<file path="config.mk">
export PLATFORM = sky130hd
export DESIGN_NAME = seg7_bcd_display
export DESIGN_NICKNAME = d
export VERILOG_FILES = /design/src/rtl/seg7_pkg.sv /design/src/rtl/seg7_digit_enc.sv /design/src/rtl/seg7_bcd_display.sv
export SDC_FILE = /design/constraint.sdc
export NUM_CORES = 1
export LEC_CHECK = 0
export ABC_AREA = 1
export ABC_CLOCK_PERIOD_IN_PS = 1750
export CORE_MARGIN = 4
export CORE_UTILIZATION = 25
export DETAILED_ROUTE_END_ITERATION = 10
export PLACE_DENSITY = 0.4
export SYNTH_ARGS = -nofsm -noshare
export SYNTH_HDL_FRONTEND = slang
export SYNTH_HIERARCHICAL = 1
export SYNTH_SLANG_ARGS = --single-unit
</file>
<file path="constraint.sdc">
create_clock -name clk -period 1.75 [get_ports clk]
set_input_delay 0.175 -clock clk [delete_from_list [all_inputs] [get_ports clk]]
set_output_delay 0.175 -clock clk [all_outputs]
set_load 0.05 [all_outputs]
</file>
<file path="src/rtl/seg7_pkg.sv">
// seg7_pkg: shared types and the 7-segment decode table for seg7_bcd_display.
//   state_e     conversion FSM states
//   SEG_BLANK   all segments off (active-low form)
//   SEG_MINUS   segment g only (active-low form)
//   seg7_digit  BCD digit -> active-low {g..a}; non-decimal codes decode to blank
package seg7_pkg;

  typedef enum logic [1:0] {
    StIdle,
    StShift,
    StDone
  } state_e;

  localparam logic [6:0] SEG_BLANK = 7'b1111111;
  localparam logic [6:0] SEG_MINUS = 7'b0111111;

  function automatic logic [6:0] seg7_digit(logic [3:0] d);
    logic [6:0] s;
    case (d)
      4'd0:    s = 7'b1000000;
      4'd1:    s = 7'b1111001;
      4'd2:    s = 7'b0100100;
      4'd3:    s = 7'b0110000;
      4'd4:    s = 7'b0011001;
      4'd5:    s = 7'b0010010;
      4'd6:    s = 7'b0000010;
      4'd7:    s = 7'b1111000;
      4'd8:    s = 7'b0000000;
      4'd9:    s = 7'b0010000;
      default: s = SEG_BLANK;
    endcase
    return s;
  endfunction

endpackage

</file>
<file path="src/rtl/seg7_digit_enc.sv">
// seg7_digit_enc: one 7-segment digit encoder (combinational).
//   digit  in  4  BCD digit
//   blank  in  1  force all segments off
//   minus  in  1  force segment g only (wins over blank)
//   seg    out 7  segments {g..a}, polarity set by ACTIVE_LOW
module seg7_digit_enc
  import seg7_pkg::*;
#(
  parameter bit ACTIVE_LOW = 1'b1
) (
  input  logic [3:0] digit,
  input  logic       blank,
  input  logic       minus,
  output logic [6:0] seg
);

  logic [6:0] pat;

  always_comb begin
    pat = seg7_digit(digit);
    if (minus) begin
      pat = SEG_MINUS;
    end else if (blank) begin
      pat = SEG_BLANK;
    end
    seg = ACTIVE_LOW ? pat : ~pat;
  end

endmodule

</file>
<file path="src/rtl/seg7_bcd_display.sv">
// seg7_bcd_display: sequential binary-to-BCD (double-dabble, one bit per clock)
// driving DIGITS registered 7-segment displays.
//   clk    in   1         rising-edge clock
//   rst_n  in   1         asynchronous active-low reset
//   start  in   1         convert request, din sampled on the same edge
//   din    in   WIDTH     unsigned value to display
//   busy   out  1         conversion in progress
//   done   out  1         one-cycle pulse, hex/ovf updated in this cycle
//   ovf    out  1         last value did not fit in DIGITS digits
//   hex    out  7*DIGITS  digit k = hex[7k+6:7k], k=0 is units
module seg7_bcd_display
  import seg7_pkg::*;
#(
  parameter int unsigned WIDTH      = 10,
  parameter int unsigned DIGITS     = 4,
  parameter bit          ACTIVE_LOW = 1'b1,
  parameter bit          BLANK_LZ   = 1'b1
) (
  input  logic                  clk,
  input  logic                  rst_n,
  input  logic                  start,
  input  logic [WIDTH-1:0]      din,
  output logic                  busy,
  output logic                  done,
  output logic                  ovf,
  output logic [7*DIGITS-1:0]   hex
);

  localparam int unsigned BcdW = 4 * DIGITS;
  localparam int unsigned CntW = $clog2(WIDTH + 1);
  localparam logic [CntW-1:0] LastCnt = CntW'(WIDTH - 1);
  localparam logic [6:0] BlankOut = ACTIVE_LOW ? SEG_BLANK : ~SEG_BLANK;

  state_e              state_q;
  logic [CntW-1:0]     cnt_q;
  logic [WIDTH-1:0]    bin_q;
  logic [BcdW-1:0]     bcd_q;
  logic                ovf_acc_q;  // a 1 has been shifted out of the top digit

  logic [BcdW-1:0]     bcd_adj;
  logic                final_ovf;
  logic [DIGITS-1:0]   blank;
  logic [7*DIGITS-1:0] seg_next;

  always_comb begin
    logic [3:0] dig;
    logic       nz_above;
    bcd_adj   = '0;
    final_ovf = ovf_acc_q;
    blank     = '0;
    nz_above  = 1'b0;
    for (int d = 0; d < int'(DIGITS); d++) begin
      dig = bcd_q[4*d +: 4];
      bcd_adj[4*d +: 4] = (dig >= 4'd5) ? dig + 4'd3 : dig;
      if (dig > 4'd9) final_ovf = 1'b1;
    end
    // Walk down from the top digit; blank zeros until the first nonzero digit,
    // but always keep the units digit so zero shows as "0".
    for (int d = int'(DIGITS) - 1; d >= 0; d--) begin
      dig = bcd_q[4*d +: 4];
      blank[d] = BLANK_LZ && !nz_above && (dig == 4'd0) && (d != 0);
      if (dig != 4'd0) nz_above = 1'b1;
    end
  end

  for (genvar k = 0; k < int'(DIGITS); k++) begin : g_enc
    seg7_digit_enc #(
      .ACTIVE_LOW(ACTIVE_LOW)
    ) u_enc (
      .digit(bcd_q[4*k +: 4]),
      .blank(blank[k]),
      .minus(final_ovf),
      .seg  (seg_next[7*k +: 7])
    );
  end

  always_ff @(posedge clk or negedge rst_n) begin
    if (!rst_n) begin
      state_q   <= StIdle;
      cnt_q     <= '0;
      bin_q     <= '0;
      bcd_q     <= '0;
      ovf_acc_q <= 1'b0;
      busy      <= 1'b0;
      done      <= 1'b0;
      ovf       <= 1'b0;
      hex       <= {DIGITS{BlankOut}};
    end else begin
      done <= 1'b0;
      unique case (state_q)
        StIdle: begin
          if (start) begin
            bin_q     <= din;
            bcd_q     <= '0;
            ovf_acc_q <= 1'b0;
            cnt_q     <= '0;
            busy      <= 1'b1;
            state_q   <= StShift;
          end
        end
        StShift: begin
          bin_q     <= bin_q << 1;
          bcd_q     <= {bcd_adj[BcdW-2:0], bin_q[WIDTH-1]};
          ovf_acc_q <= ovf_acc_q | bcd_adj[BcdW-1];
          cnt_q     <= cnt_q + CntW'(1);
          if (cnt_q == LastCnt) begin
            busy    <= 1'b0;
            state_q <= StDone;
          end
        end
        StDone: begin
          hex  <= seg_next;
          ovf  <= final_ovf;
          done <= 1'b1;
          if (start) begin
            bin_q     <= din;
            bcd_q     <= '0;
            ovf_acc_q <= 1'b0;
            cnt_q     <= '0;
            busy      <= 1'b1;
            state_q   <= StShift;
          end else begin
            state_q <= StIdle;
          end
        end
        default: state_q <= StIdle;
      endcase
    end
  end

endmodule
</file>
==> flow_metrics.env <==
export IMPL_tritoncts="yes"
export IMPL_p_clk_frac=0.164
export IMPL_clock_path_buffers=2
export IMPL_cp_startpoint="bcd_q[4]"
export IMPL_hpwl_mm=6.53
export IMPL_fmax_mhz=581
export IMPL_wl_per_cell_um=11.7
export IMPL_grt_antenna_before_repair=0
export IMPL_seq_area_frac_synth=0.410
export IMPL_num_io_pins=44
export IMPL_first_global_vias=3280
export IMPL_grt_max_degree=65
export IMPL_ir_drop_uv=768
export IMPL_switchingPower_mw=5.39
export IMPL_worstPathMaxFanout=6
export IMPL_core_sq_mm=0.0154
export IMPL_drtAntennaViolNets=0
export IMPL_syn_avg_cell_area_sq_um=7.79
export IMPL_fin_nets=647
export IMPL_yosysTopAreaCell="dfrtp_1"
export IMPL_cts_sinks=64
export IMPL_initial_utilization=0.258
export IMPL_drive_above_1_share=0.301
export IMPL_io_buffers=43
export IMPL_reg2reg_depth=13
export IMPL_clk_pin_slew_worst_paths_ns=0.05
export IMPL_max_cap_violations=0
export IMPL_antennaDiodeCount=0
export IMPL_p_leak_nw=2.52
export IMPL_dr_pass1_iters=6
export IMPL_clock_skew_ns=0.00687
export IMPL_grt_usage=0.111
export IMPL_min_period_over_period=0.984
export IMPL_drtIter0Drc=175
export IMPL_hold_violations=0
export IMPL_p_int_mw=6.19
export IMPL_rsz0062_at_grt="true"
export IMPL_cts_buffers=9
export IMPL_drc=0
export IMPL_place_ws_ns=0.00693
export IMPL_postLayoutCellArea_sq_mm=0.00533
export IMPL_grt_pass1_wl_mm=16.0
export IMPL_yosys_warnings=6
export IMPL_hold_slack_ns=0.389
export IMPL_cts_htree_levels=3
export IMPL_multi_input_area_sq_mm=0.00216
export IMPL_die_h_um=134
export IMPL_cp_arrival_ns=2.00
export IMPL_critPathKind="flip-flop to flip-flop"
export IMPL_synth_cell_types=30
export IMPL_mostFrequentLayoutCells="nand2_1, buf_4, nand3_1"
export IMPL_seqPwrFrac=0.247
export IMPL_final_common_cell="nand2_1"
export IMPL_die_area_sq_mm=0.0180
export IMPL_core_rowCount=45
export IMPL_sw_frac_of_total=0.466
export IMPL_synthTopCellsByArea="dfrtp_1, nand2_1, dfstp_2, ha_1, nand3_1"
export IMPL_grt_remaining_overflow=0
export IMPL_gp_congestion=0.804
export IMPL_die_w_um=134
export IMPL_p_comb_frac=0.589
export IMPL_powerDensity_mw_per_mm2=2170
export IMPL_fill_cells=1637
export IMPL_setup_viol=0
export IMPL_syn_area_sq_mm=0.00399
export IMPL_status="finished clean"
export IMPL_yosys_area_top_type_share=0.226
export IMPL_drv_slew=0
export IMPL_clkLatencyLatePin_ns=0.34
export IMPL_required_ns=2.03
export IMPL_min_period_ns=1.72
export IMPL_clockRootBuffer="clkbuf_16"
export IMPL_end_kind="flip-flop"
export IMPL_place_area_sq_mm=0.00485
export IMPL_regArea_sq_mm=0.00164
export IMPL_area_growth_pct=33.7
export IMPL_drt_vias_per_instance=4.20
export IMPL_synth_seq_cells=64
export IMPL_r2r_start="bcd_q[4]"
export IMPL_hold_path_class="primary input to asynchronous set/reset pin"
export IMPL_final_setup_worst_slack_ns=0.0277
export IMPL_startpoint_type="flip-flop"
export IMPL_vias=3433
export IMPL_synthCells=512
export IMPL_finalWirelength_mm=9.55
==> cells by family after synthesis <==
family,share of synthesized area
AOI/OAI and AO/OA,0.0995
buffers and inverters,0.0706
DFF,0.410
xor gates and xnor gates,0.00220
adders and majority gates,0.100
other,0.000940
and+or+nand+nor,0.316
==> layer usage <==
layer	wire, um	track usage	vias up
li1	-	-	1806
met1	4930	0.144	1559
met2	4070	0.173	54
met3	355	0.0266	14
met4	203	0.0526	0
met5	0	0	-
==> critical path, cell delays in order (launching register included) <==
cell	delay, ns
dfrtp_2	0.44
inv_2	0.09
ha_4	0.13
inv_1	0.04
nand3_1	0.08
nand2_1	0.07
nor2_2	0.09
nand2_2	0.08
buf_4	0.15
clkbuf_16	0.15
buf_4	0.13
a21oi_2	0.09
nand2_1	0.06
nand2_1	0.07
==> synthesized netlist by cell type <==
library cell	count
buf_2	6
nand2_2	2
o22ai_2	1
inv_2	9
o211ai_1	8
nor2_4	1
nand3_1	42
inv_1	45
a21oi_1	4
or2_1	4
o22ai_1	4
nor3_4	4
a21oi_2	5
a22o_1	1
a31oi_1	1
dfstp_2	28
xnor2_1	1
buf_4	2
buf_6	3
o21ai_1	7
conb_1	1
nand4_1	1
nand2_1	199
a31oi_2	8
nor2_1	27
ha_1	32
dfrtp_1	36
o21ai_0	17
nor2_2	12
or2_0	1
==> power by group through the flow <==
stage	registers (mW)	clock network [mW]	logic, mW
floorplan	4.15	0	3.25
global placement	2.83	0	6.53
detailed placement	2.85	0	6.56
CTS	2.83	1.97	6.60
global route	2.97	2.04	7.61
finish	2.86	1.90	6.81
==> stage by stage <==
step | instances | TNS [ns] | total power, mW | utilization
final | 818 | 0 | 11.6 | 0.345
after CTS | 810 | 0 | 11.4 | 0.335
after global placement | 793 | 0 | 9.36 | 0.314
after detailed placement | 793 | 0 | 9.41 | 0.314
after global routing | 818 | -2.11 | 12.6 | 0.345
after floorplan | 514 | 0 | 7.40 | -
==> registers in the layout (all words and copies together) (netlist names) <==
signal and count:
hex 28, bcd_q 16, bin_q 10, cnt_q 4, state_q 2, busy 1
done 1, ovf 1, ovf_acc_q 1
==> repair_timing <==
action / in CTS / in global routing
pin swaps: 0 / 29
endpoints found under the setup margin: 1 / 29
cloned: 0 / 1
hold endpoints to repair: 36 / 0
buffers inserted: 0 / 7
hold buffers: 1 / 0
resized for setup: 1 / 28
==> final cells by class <==
class                   count  area share
clock buffers              14      0.0514
clock inverters             2     0.00704
well taps                 211      0.0495
repair buffers             88       0.140
flip-flops and latches     64       0.308
inverters                  54      0.0380
multi-input cells         385       0.406
==> path summary, 6_finish.rpt <==
kind / to / slack (ns)
worst max-delay path: hex[6] / 0.03
worst min-delay path: done / 0.39
worst max register to register: hex[6] / 0.03
worst min register to register: hex[8] / 0.46
max in group asynchronous: bcd_q[12] / 1.03
min in group clk: bin_q[1] / 0.40
(Power assumes the default switching activity.)
